$ cat src/rtl/nf10_axil_pkg.sv
// ============================================================================
// Module   : nf10_axil_pkg
// Brief    : Shared AXI4-Lite response codes, FSM encoding and field widths
//            for the nf10 AXI-Lite master.
// Revision : 1.0
// ============================================================================
`default_nettype none

package nf10_axil_pkg;

    localparam logic [1:0] c_RESP_OKAY   = 2'b00;
    localparam logic [1:0] c_RESP_SLVERR = 2'b10;

    localparam int c_CMD_ADDR_W = 32;
    localparam int c_CMD_DATA_W = 32;
    localparam int c_CMD_STRB_W = c_CMD_DATA_W / 8;
    localparam int c_RSP_RESP_W = 2;

    typedef enum logic [2:0] {
        S_IDLE    = 3'd0,
        S_WR_REQ  = 3'd1,
        S_WR_RESP = 3'd2,
        S_RD_REQ  = 3'd3,
        S_RD_RESP = 3'd4,
        S_RESP    = 3'd5
    } state_t;

endpackage

`default_nettype wire

$ cat src/rtl/nf10_axi_lite_master.sv
// ============================================================================
// Module   : nf10_axi_lite_master
// Brief    : Single-outstanding AXI4-Lite initiator with a bounded response
//            wait and a sticky timeout error flag.
// Revision : 1.0
// ============================================================================
`default_nettype none

module nf10_axi_lite_master
    import nf10_axil_pkg::*;
#(
    parameter int C_M_AXI_ADDR_WIDTH = c_CMD_ADDR_W,
    parameter int C_M_AXI_DATA_WIDTH = c_CMD_DATA_W,
    parameter int C_TIMEOUT_CYCLES   = 1024
) (
    input  logic                            axi_aclk,
    input  logic                            axi_reset,

    input  logic                            cmd_valid,
    output logic                            cmd_ready,
    input  logic                            cmd_wr,
    input  logic [C_M_AXI_ADDR_WIDTH-1:0]   cmd_addr,
    input  logic [C_M_AXI_DATA_WIDTH-1:0]   cmd_wdata,
    input  logic [C_M_AXI_DATA_WIDTH/8-1:0] cmd_wstrb,

    output logic                            rsp_valid,
    input  logic                            rsp_ready,
    output logic [C_M_AXI_DATA_WIDTH-1:0]   rsp_rdata,
    output logic [c_RSP_RESP_W-1:0]         rsp_resp,
    output logic                            rsp_timeout,
    output logic                            err_timeout,

    output logic [C_M_AXI_ADDR_WIDTH-1:0]   M_AXI_AWADDR,
    output logic                            M_AXI_AWVALID,
    input  logic                            M_AXI_AWREADY,
    output logic [C_M_AXI_DATA_WIDTH-1:0]   M_AXI_WDATA,
    output logic [C_M_AXI_DATA_WIDTH/8-1:0] M_AXI_WSTRB,
    output logic                            M_AXI_WVALID,
    input  logic                            M_AXI_WREADY,
    input  logic [1:0]                      M_AXI_BRESP,
    input  logic                            M_AXI_BVALID,
    output logic                            M_AXI_BREADY,
    output logic [C_M_AXI_ADDR_WIDTH-1:0]   M_AXI_ARADDR,
    output logic                            M_AXI_ARVALID,
    input  logic                            M_AXI_ARREADY,
    input  logic [C_M_AXI_DATA_WIDTH-1:0]   M_AXI_RDATA,
    input  logic [1:0]                      M_AXI_RRESP,
    input  logic                            M_AXI_RVALID,
    output logic                            M_AXI_RREADY
);

    localparam int c_CNT_W = $clog2(C_TIMEOUT_CYCLES) + 1;
    localparam logic [c_CNT_W-1:0] c_CNT_LAST = c_CNT_W'(C_TIMEOUT_CYCLES - 1);
    localparam logic [C_M_AXI_ADDR_WIDTH-1:0] c_ADDR_MASK = ~C_M_AXI_ADDR_WIDTH'(3);

    state_t                            r_state;
    logic [c_CNT_W-1:0]                r_cnt;
    logic                              r_cmd_ready;
    logic                              r_rsp_valid;
    logic [C_M_AXI_DATA_WIDTH-1:0]     r_rsp_rdata;
    logic [1:0]                        r_rsp_resp;
    logic                              r_rsp_timeout;
    logic                              r_err_timeout;
    logic [C_M_AXI_ADDR_WIDTH-1:0]     r_awaddr;
    logic                              r_awvalid;
    logic [C_M_AXI_DATA_WIDTH-1:0]     r_wdata;
    logic [C_M_AXI_DATA_WIDTH/8-1:0]   r_wstrb;
    logic                              r_wvalid;
    logic                              r_bready;
    logic [C_M_AXI_ADDR_WIDTH-1:0]     r_araddr;
    logic                              r_arvalid;
    logic                              r_rready;

    // A channel counts as done once its VALID has dropped or its READY is seen now.
    logic w_aw_done;
    logic w_w_done;
    assign w_aw_done = !r_awvalid || M_AXI_AWREADY;
    assign w_w_done  = !r_wvalid  || M_AXI_WREADY;

    always_ff @(posedge axi_aclk) begin
        if (axi_reset) begin
            r_state       <= S_IDLE;
            r_cnt         <= '0;
            r_cmd_ready   <= 1'b0;
            r_rsp_valid   <= 1'b0;
            r_rsp_rdata   <= '0;
            r_rsp_resp    <= c_RESP_OKAY;
            r_rsp_timeout <= 1'b0;
            r_err_timeout <= 1'b0;
            r_awaddr      <= '0;
            r_awvalid     <= 1'b0;
            r_wdata       <= '0;
            r_wstrb       <= '0;
            r_wvalid      <= 1'b0;
            r_bready      <= 1'b0;
            r_araddr      <= '0;
            r_arvalid     <= 1'b0;
            r_rready      <= 1'b0;
        end else begin
            case (r_state)
                S_IDLE: begin
                    if (!r_cmd_ready) begin
                        r_cmd_ready <= 1'b1;
                    end else if (cmd_valid) begin
                        r_cmd_ready <= 1'b0;
                        if (cmd_wr) begin
                            r_awaddr  <= cmd_addr & c_ADDR_MASK;
                            r_wdata   <= cmd_wdata;
                            r_wstrb   <= cmd_wstrb;
                            r_awvalid <= 1'b1;
                            r_wvalid  <= 1'b1;
                            r_state   <= S_WR_REQ;
                        end else begin
                            r_araddr  <= cmd_addr & c_ADDR_MASK;
                            r_arvalid <= 1'b1;
                            r_state   <= S_RD_REQ;
                        end
                    end
                end
                S_WR_REQ: begin
                    if (r_awvalid && M_AXI_AWREADY) r_awvalid <= 1'b0;
                    if (r_wvalid && M_AXI_WREADY)   r_wvalid  <= 1'b0;
                    if (w_aw_done && w_w_done) begin
                        r_bready <= 1'b1;
                        r_cnt    <= '0;
                        r_state  <= S_WR_RESP;
                    end
                end
                S_WR_RESP: begin
                    // A real response on the expiry cycle takes priority over the timeout.
                    if (M_AXI_BVALID) begin
                        r_bready      <= 1'b0;
                        r_rsp_resp    <= M_AXI_BRESP;
                        r_rsp_rdata   <= '0;
                        r_rsp_timeout <= 1'b0;
                        r_state       <= S_RESP;
                    end else if (r_cnt == c_CNT_LAST) begin
                        r_bready      <= 1'b0;
                        r_rsp_resp    <= c_RESP_SLVERR;
                        r_rsp_rdata   <= '0;
                        r_rsp_timeout <= 1'b1;
                        r_err_timeout <= 1'b1;
                        r_state       <= S_RESP;
                    end else begin
                        r_cnt <= r_cnt + 1'b1;
                    end
                end
                S_RD_REQ: begin
                    if (M_AXI_ARREADY) begin
                        r_arvalid <= 1'b0;
                        r_rready  <= 1'b1;
                        r_cnt     <= '0;
                        r_state   <= S_RD_RESP;
                    end
                end
                S_RD_RESP: begin
                    if (M_AXI_RVALID) begin
                        r_rready      <= 1'b0;
                        r_rsp_resp    <= M_AXI_RRESP;
                        r_rsp_rdata   <= M_AXI_RDATA;
                        r_rsp_timeout <= 1'b0;
                        r_state       <= S_RESP;
                    end else if (r_cnt == c_CNT_LAST) begin
                        r_rready      <= 1'b0;
                        r_rsp_resp    <= c_RESP_SLVERR;
                        r_rsp_rdata   <= '0;
                        r_rsp_timeout <= 1'b1;
                        r_err_timeout <= 1'b1;
                        r_state       <= S_RESP;
                    end else begin
                        r_cnt <= r_cnt + 1'b1;
                    end
                end
                S_RESP: begin
                    if (!r_rsp_valid) begin
                        r_rsp_valid <= 1'b1;
                    end else if (rsp_ready) begin
                        r_rsp_valid <= 1'b0;
                        r_cmd_ready <= 1'b1;
                        r_state     <= S_IDLE;
                    end
                end
                default: begin
                    r_state <= S_IDLE;
                end
            endcase
        end
    end

    assign cmd_ready     = r_cmd_ready;
    assign rsp_valid     = r_rsp_valid;
    assign rsp_rdata     = r_rsp_rdata;
    assign rsp_resp      = r_rsp_resp;
    assign rsp_timeout   = r_rsp_timeout;
    assign err_timeout   = r_err_timeout;
    assign M_AXI_AWADDR  = r_awaddr;
    assign M_AXI_AWVALID = r_awvalid;
    assign M_AXI_WDATA   = r_wdata;
    assign M_AXI_WSTRB   = r_wstrb;
    assign M_AXI_WVALID  = r_wvalid;
    assign M_AXI_BREADY  = r_bready;
    assign M_AXI_ARADDR  = r_araddr;
    assign M_AXI_ARVALID = r_arvalid;
    assign M_AXI_RREADY  = r_rready;

endmodule

`default_nettype wire

$ cat config.mk
export PLATFORM = sky130hd
export DESIGN_NAME = nf10_axi_lite_master
export DESIGN_NICKNAME = d
export VERILOG_FILES = /design/src/rtl/nf10_axil_pkg.sv /design/src/rtl/nf10_axi_lite_master.sv
export SDC_FILE = /design/constraint.sdc
export NUM_CORES = 1
export LEC_CHECK = 0
export CORE_MARGIN = 2
export CORE_UTILIZATION = 42
export DETAILED_ROUTE_END_ITERATION = 10
export GPL_TIMING_DRIVEN = 0
export HOLD_SLACK_MARGIN = 0.02
export PLACE_DENSITY = 0.8
export RECOVER_POWER = 25
export SLEW_MARGIN = 40
export SYNTH_ARGS = -nofsm -noshare
export SYNTH_HDL_FRONTEND = slang
export SYNTH_SLANG_ARGS = --single-unit
$ cat constraint.sdc
create_clock -name axi_aclk -period 2.37 [get_ports axi_aclk]
set_input_delay 0.474 -clock axi_aclk [delete_from_list [all_inputs] [get_ports axi_aclk]]
set_output_delay 0.474 -clock axi_aclk [all_outputs]
set_load 0.02 [all_outputs]
==> impl.org, run 1 <==
** Placed design
- Count of buffers inserted at the top-level ports :: roughly 250
- At the end of routability-driven placement, the weighted congestion stood at approximately 0.93.
- Once placement finished, the instance area stood at 8580 um^2.
- Total half-perimeter wirelength after legalization and detailed placement :: between 10,000 and 15,000 um

** Global route
- For this run the aggregate overflow at the end of global routing stands at 0.
- Global routing used 25.2% of the available tracks.
- The initial antenna violation count is 0.
- Global routing used 42.1% of the available met2 tracks.
- Global-route wire length before repair :: between 20,000 and 30,000 um
- The via count of the first global-routing pass came to 5,840.
- Pin count of the biggest net entering global routing :: 17
- Met1 track demand over resource :: between 20% and 30%
- For this run, global-route usage on met3 was measured as about 9%.
- Global-route layer with the greatest usage :: met2

** Synthesis
- The number of different library cells used by synthesis comes to 53.
- In this run the cell area of the synthesized design comes to 5850 um^2.
- The synthesized design contains 0 enable-type register cells.
- #FFs+latches synth :: ~150
- The average instance in the mapped netlist occupies 8.14 um^2.
- For this run, the register share of the synthesized area comes to roughly 52%.
- The Yosys step of the flow raised 0 warnings.
- Synthesis produced a netlist whose cell count is between 700 and 800.
- Fraction of synthesis flops using an asynchronous set or reset pin :: 0%
- For this run, the leading register cell type out of synthesis is sky130_fd_sc_hd__dfxtp_1.

** Clock network
- Clock Tree Root :: sky130_fd_sc_hd__clkbuf_16
- Clock latency at the later pin of the worst-skew pair :: 0.42 ns
- Number of hold-repair buffers added at the cts stage :: 0
- Clock slew at reported path FFs :: roughly 0.06 ns
- TritonCTS built the clock tree.
- Once the clock tree was built, the resizer swapped 0 gates to a different size.
- The H-tree was split into 4 levels.
- Clock buffer count from CTS :: 17
- Number of clock sinks :: roughly 150
- The clock passes through at most 2 buffers.
- The number of setup buffers added after CTS is 0.

** Hold path
- Beginning of the worst hold path :: M_AXI_AWADDR[22]
- Kind of path behind the tightest hold check :: reg -> reg

** Routing
- Antenna viol nets, final :: 0
- In the routed layout, each cell is associated on average with a via count of 5.08.
- After detailed routing, the number of remaining DRC violations is 0.
- Routed wire length per instance :: between 15 and 20 um
- Total length of routed wires :: about 19,000 um
- After the first detailed-routing iteration, the DRC count stood at between 300 and 400.
- The pre-antenna-repair detailed-routing pass consisted of 7 iterations.
- The routed layout has roughly 6k vias.

** Setup path
- The slowest stage of the critical path belongs to the cell sky130_fd_sc_hd__dfxtp_1.
- Maximum cell stage delay along the critical path :: approximately 0.39 ns
- STA classifies the critical path endpoint as a flop.
- In this run the critical register-to-register path is captured at M_AXI_AWADDR[24].
- The critical path goes through or2_4 -> nor3_1 -> nand2_1 -> buf_2 -> clkbuf_1 -> nand2_1 -> a21oi_1.
- Reg-to-reg setup timing slack :: between 0.2 and 0.25 ns
- For the worst setup path, the data required time is 2.65 ns.
- Tracing the worst setup path back leads to its startpoint at r_state[1].
- The most numerous cell type found on the critical path is sky130_fd_sc_hd__nand2_1.
- CP Launch Type :: flop
- Crit path kind :: reg -> reg
- Worst reg2reg startpoint :: r_state[1]
- Largest fanout on the critical path :: 10
- The worst register-to-register path has a depth of 7.
- Termination of the worst setup path :: M_AXI_AWADDR[24]
- For the worst setup path, the data arrival time is roughly 2.4 ns.

** Timing
- Final Slew Violations :: 0
- Fmax :: about 470 MHz
- Total negative setup slack :: 0 ns
- Share of the cycle needed by the critical path after routing :: approximately 90%
- RSZ-0062 raised after global routing :: no
- Slew headroom :: a little under three fifths
- Final critical-path required period :: between 2 and 2.5 ns
- Setup violations remaining at the end of the flow were counted as 0.
- The number of failing hold endpoints at the final stage is 0.
- For the pin with the worst max-slew slack, the measured transition is between 0.6 and 0.7 ns.
- Setup Skew :: 0.00789 ns
- On the final layout, the worst hold slack is about 0.45 ns.

** Layout
- Commonest non-fill, non-tap cell in the layout :: sky130_fd_sc_hd__nand2_1
- Diodes inserted :: 0
- Number of nets at the end of the flow :: about 1.1k
- In the layout the commonest cells are sky130_fd_sc_hd__nand2_1, sky130_fd_sc_hd__clkdlybuf4s50_1, sky130_fd_sc_hd__dfxtp_1, sky130_fd_sc_hd__a21oi_1, sky130_fd_sc_hd__nor2_1.
- The finished cells cover ~9100 um^2.
- Share of cells above drive strength 1 :: under 10%
- From synthesis to final layout, the design area changed by 56.2%.

** Pwr
- Switching portion of total power :: just over 30%
- For this design the ratio of total power to cell area is 815 nW/um^2.
- Summing internal, switching and leakage power gives 7.45 mW.
- IR analysis of the VDD net gives a maximum drop of around 0.5 mV.
- Sequential fraction of design power :: a little under 40%
- Cell leakage power :: approximately 3.3 nW
- Summed over all nets, the switching power comes to 2.29 mW.
- Part of the total power dissipated in combinational logic :: around a quarter
- In this run, the clock network consumes 35.2% of the power.
- The internal portion of the total power is approximately 5.2 mW.

** Die
- The die covers about 15,000 um^2.
- The die is roughly 120 um wide.
- In this run the standard cell core region covers between 10,000 and 15,000 um^2.
- Vertical die dimension :: 122 um
- During I/O placement, the number of pins put on the boundary was approximately 260.
- The floorplan has 43 rows.
- The initial utilization of the core area, before any placement, comes to ~43%.

** Flow run
- Reported max-cap violation count :: 0

** Outcome
- Outcome :: finished clean
[state kept, by name (all words and copies together) (netlist names)]
register	count
M_AXI_WDATA	32
rsp_rdata	32
M_AXI_ARADDR	30
M_AXI_AWADDR	30
r_cnt	11
M_AXI_WSTRB	4
r_state	3
rsp_resp	2
M_AXI_ARVALID	1
M_AXI_AWVALID	1
M_AXI_BREADY	1
M_AXI_RREADY	1
M_AXI_WVALID	1
cmd_ready	1
err_timeout	1
rsp_timeout	1
rsp_valid	1
[synth_stat cells, types with 4 or more instances]
| master | count | area, um^2 |
|---|---|---|
| sky130_fd_sc_hd__buf_2 | 16 | 80.1 |
| sky130_fd_sc_hd__or2_2 | 4 | 25.0 |
| sky130_fd_sc_hd__nand2_1 | 211 | 792 |
| sky130_fd_sc_hd__a21oi_1 | 114 | 571 |
| sky130_fd_sc_hd__buf_4 | 6 | 45.0 |
| sky130_fd_sc_hd__a22oi_1 | 33 | 248 |
| sky130_fd_sc_hd__clkbuf_1 | 27 | 101 |
| sky130_fd_sc_hd__nor2_1 | 50 | 188 |
| sky130_fd_sc_hd__inv_1 | 5 | 18.8 |
| sky130_fd_sc_hd__nand3_1 | 5 | 25.0 |
| sky130_fd_sc_hd__nor3_1 | 6 | 30.0 |
| sky130_fd_sc_hd__or3_1 | 5 | 31.3 |
| sky130_fd_sc_hd__nand4_1 | 8 | 50.1 |
| sky130_fd_sc_hd__o31ai_1 | 4 | 30.0 |
| sky130_fd_sc_hd__dfxtp_1 | 153 | 3060 |
| sky130_fd_sc_hd__o21ai_0 | 13 | 65.1 |
[critical path: cells and delay by family (launching register included)]
| family | cells | cell delay (ns) |
|---|---|---|
| flops | 1 | 0.39 |
| compound gates | 1 | 0.07 |
| buf+inv | 2 | 0.50 |
| simple gates | 4 | 1.03 |
[power groups by stage]
stage	registers [mW]	clock network (mW)	logic (mW)
2_1_floorplan	3.15	0	0.899
3_3_place_gp	2.94	0	1.95
3_5_place_dp	2.95	0	1.96
4_1_cts	2.89	2.66	1.97
5_1_grt	2.91	2.78	2.11
6_report	2.89	2.62	1.93
[metrics by stage]
| step | setup slack [ns] | utilization (%) | std cells |
|---|---|---|---|
| after floorplan | 0.720 | - | 721 |
| after global placement | -0.0357 | 62.5 | 1150 |
| after detailed placement | -0.0465 | 62.5 | 1150 |
| after CTS | 0.310 | 66.7 | 1181 |
| after global routing | 0.0878 | 66.5 | 1181 |
| final | 0.244 | 66.5 | 1181 |
[worst min-delay path by stage]
stage / to / slack (ns) / cells past startpoint
after floorplan: r_cnt[10] / 0.44 / 2
after global placement: M_AXI_WDATA[1] / 0.44 / 2
after detailed placement: M_AXI_ARADDR[27] / 0.45 / 2
after CTS: M_AXI_ARADDR[8] / 0.45 / 2
after global routing: M_AXI_AWADDR[10] / 0.47 / 2
final: M_AXI_AWADDR[22] / 0.45 / 2
[layer usage]
layer	vias up	share of wire [%]
met1	2753	40
met2	243	48
met5	-	0
met3	35	9.5
li1	2966	-
met4	0	2.8
[layout make-up]
type                       instances  area, um^2
fill                            1175        4590
sequential                       153        3060
timing repair buffer             249        2490
multi-input combinational        508        2480
clock buffer                      21         450
buffer                            55         280
tap                              180         225
clock inverter                    10         119
inverter                           5        18.8
[cells by family (layout without fill, tap and decap cells)]
family	Yosys count	count (layout)	synth area share, %
and+or+nand+nor	319	319	23.4
AOI/OAI and AO/OA	181	181	18.2
DFF	153	153	52.4
buffers and inverters	60	340	5.18
muxes	2	2	0.342
adders and majority gates	1	1	0.214
other	1	4	0.0641
xor gates and xnor gates	1	1	0.150
Power figures use the tool's default switching activity.
==> inputs of run 2 (changes only) <==
CORE_MARGIN = default   (was 2)
==> impl.org, run 2 (same netlist as run 1, synthesis figures left out) <==
** Pwr
- The static leakage power is 3.38 nW (+2.0%).
- The internal power summed over all cells was 5.21 mW (+1.0%).
- Power per standard cell area :: 821 nW/um^2 (+0.65%)
- Portion of total power attributed to the clock network :: 35.7% (+0.5 points)
- The share of power burned in combinational logic came to 25.8% (-0.2 points).
- Switching portion of total power :: 30.7% (-0.091 points)
- Max rail drop VDD :: 0.493 mV (-3.2%)
- Switching power of the nets :: 2.30 mW (+0.57%)
- Sequential fraction of design power :: 38.5% (-0.3 points)

** Placed design
- The post-DP HPWL came to 13,500 um (-3.4%).
- The number of port buffers came to 249 (unchanged).
- Placer's final routability congestion estimate :: 0.908 (-1.8%)

** Layout
- The number of nets in the finished design was 1,104 (unchanged).
- The number of antenna diodes is 0 (unchanged).
- Share of cells above drive strength 1 :: 6.39% (+0.20 points)
- Layout overhead on the synthesized area :: 56.5%
- The share of the core filled with cells is 68.3% (+1.7 points).
- Commonest non-fill, non-tap cell in the layout :: sky130_fd_sc_hd__nand2_1
- The library cells used most frequently in the layout, excluding fill and tap cells, are sky130_fd_sc_hd__nand2_1, sky130_fd_sc_hd__clkdlybuf4s50_1, sky130_fd_sc_hd__dfxtp_1, sky130_fd_sc_hd__a21oi_1, sky130_fd_sc_hd__dlygate4sd3_1.

** Routing
- Routed wire length per instance :: 15.4 um (-2.1%)
- The vias per cell was 5.10 (+0.47%).
- The number of DRC markers after the initial detailed-route iteration is 328 (+5.1%).
- Pre-Repair DR Iteration Count :: 7 (unchanged)
- Total length of routed wires :: 18,200 um (-2.4%)
- The number of nets with antenna violations after routing is 0 (unchanged).
- Number of design rule violations left after detail routing :: 0 (unchanged)
- Via count :: 6,005 (+0.13%)

** Clock network
- TritonCTS built the clock tree.
- CTS HTree Levels :: 4 (unchanged)
- Postcts setup bufs :: 0 (unchanged)
- Clock Tree Root :: sky130_fd_sc_hd__clkbuf_16
- The number of buffers added to fix hold violations after cts was 0 (unchanged).
- The clock input transition at the sequential cells of the worst setup and hold paths was 0.06 ns (about the same).
- Number of gates resized after cts :: 0 (unchanged)
- Number of clock sinks :: 153 (unchanged)
- Clock buffer count from CTS :: 17 (unchanged)
- Clock latency at the later pin of the worst-skew pair :: 0.42 ns (about the same)
- The maximum number of buffers from clock root to sink was 2 (unchanged).

** Timing
- Final count of hold timing violations :: 0 (unchanged)
- Pin slew with the least headroom to its limit :: 0.687 ns (+0.0413 ns)
- The max-slew violation count is 0 (unchanged).
- The worst hold slack across all endpoints is 0.448 ns (-0.00159 ns).
- Setup repair after global routing left no endpoint under its margin.
- Slew headroom :: 53.7% (-3.2 points)
- The clock tree skew after final layout is 0.0112 ns (+0.00332 ns).
- Final-report setup violation count :: 0 (unchanged)
- The period utilization came to 89.0% (-0.68 points).
- Fmax :: 474 MHz (+0.76%)
- Final critical-path required period :: 2.11 ns (-0.0160 ns)
- The final total negative setup slack is 0 ns (unchanged).

** Hold path
- The min-delay analysis places its worst path in the category reg -> reg.
- The worst hold path terminates at M_AXI_AWADDR[20].
- Beginning of the worst hold path :: M_AXI_AWADDR[20]
- Worst hold stages :: 2 (unchanged)

** Flow run
- The number of violations of the max-capacitance limit is 0 (unchanged).

** Setup path
- The data arrival at the endpoint of the critical path is 2.45 ns (+0.04 ns).
- Reg-to-reg setup timing slack :: 0.26 ns (+0.02 ns)
- The critical path goes through clkbuf_2 -> clkbuf_1 -> nor4_1 -> buf_2 -> nand2_1 -> a21oi_1.
- The delay of the slowest cell on the worst path came to 0.67 ns (+0.28 ns).
- The worst setup path is of the reg -> reg kind.
- Req. time, crit path :: 2.71 ns (+0.06 ns)
- Slowest cell on the critical path :: sky130_fd_sc_hd__nor4_1
- Worst Reg2Reg Path Length in Cells :: 6 (-1)
- The worst setup path is captured at a flop.
- STA classifies the critical path startpoint as a flop.
- Reg2Reg Capture Point :: M_AXI_ARADDR[27]
- The buffers plus inverters on the worst setup path came to 3 (+1).
- The cell family contributing the most delay on the critical path is buffers and inverters.
- Worst reg2reg startpoint :: r_state[2]
- The highest fanout seen on the critical path is 10 (unchanged).

** Die
- The horizontal extent of the die is 120 um (-1.6%).
- The initial core utilization is 43.6% (+1.0 points).
- The die footprint came to 14,400 um^2 (-3.3%).
- Core region area :: 13,400 um^2 (-2.3%)
- Total I/O pin count :: 257 (unchanged)
- Vertical die dimension :: 120 um (-1.6%)
- Number of standard-cell rows in the floorplan :: 42 (-2.3%)

** Global route
- The first-pass GRT wire length came to 27,800 um (-5.2%).
- Number of antenna violations at the first check in global routing :: 0 (unchanged)
- The leftover overflow at the end of global routing was 0 (unchanged).
- GR Util All Layers :: 25.0% (-0.17 points)
- The via count of the first global-routing pass came to 5,525 (-5.4%).
- The largest net degree at the start of global routing was 17 (unchanged).

** Outcome
- The run finished with clean final reports.
==> run 2: changes by cell type in the layout (fill, tap and decap cells not counted), moves of 2 or more <==
cell                              before  now
sky130_fd_sc_hd__clkdlybuf4s50_1     205  192
sky130_fd_sc_hd__clkbuf_1             34   32
sky130_fd_sc_hd__dlygate4sd3_1        44   57
sky130_fd_sc_hd__clkbuf_8              1    3
sky130_fd_sc_hd__clkinvlp_4            3    1
==> run 2: routing by layer <==
layer,part of all wire [%],track usage (%),wire [um]
met1,40,28.8,7270
met2,47,41.6,8580
met3,10,9.55,1850
met4,2.5,9.69,454
met5,0,0,0
==> run 2: layout make-up <==
cell class | instances | area (um^2)
clock inverter | 10 | 118
sequential | 153 | 3060
buffer | 55 | 278
fill | 1123 | 4250
clock buffer | 21 | 470
tap | 176 | 220
inverter | 5 | 18.8
multi-input combinational | 508 | 2490
timing repair buffer | 249 | 2490
==> run 2: worst max-delay path by stage <==
stage	slack [ns]	depth (start not counted)	from	endpoint
after floorplan	0.72	7	r_cnt[0]	r_cnt[7]
after global placement	-0.02	5	cmd_wr	M_AXI_ARADDR[21]
after detailed placement	-0.05	8	cmd_valid	M_AXI_AWADDR[5]
after CTS	0.34	8	r_state[0]	M_AXI_AWADDR[5]
after global routing	0.13	8	r_state[2]	rsp_rdata[30]
final	0.26	6	r_state[2]	M_AXI_ARADDR[27]
==> run 2: through the flow <==
stage	setup slack, ns	instances	power (mW)	cell area [um^2]
detailed placement	-0.0507	1146	4.89	8570
CTS	0.344	1177	7.57	9160
finish	0.260	1177	7.51	9150
global route	0.130	1177	7.84	9150
floorplan	0.720	721	4.05	5860
global placement	-0.0187	1146	4.88	8570
==> run 2: worst min-delay path: cells and delay by family, from the launching register on <==
family          cells  cell delay, ns
flops               1            0.30
simple gates        1            0.05
compound gates      1            0.05
==> run 2: power groups by stage <==
| stage | Clock, mW | Combinational, mW | Sequential [mW] |
|---|---|---|---|
| floorplan | 0 | 0.899 | 3.15 |
| global placement | 0 | 1.94 | 2.94 |
| detailed placement | 0 | 1.94 | 2.95 |
| CTS | 2.72 | 1.95 | 2.89 |
| global route | 2.82 | 2.10 | 2.92 |
| finish | 2.68 | 1.93 | 2.89 |
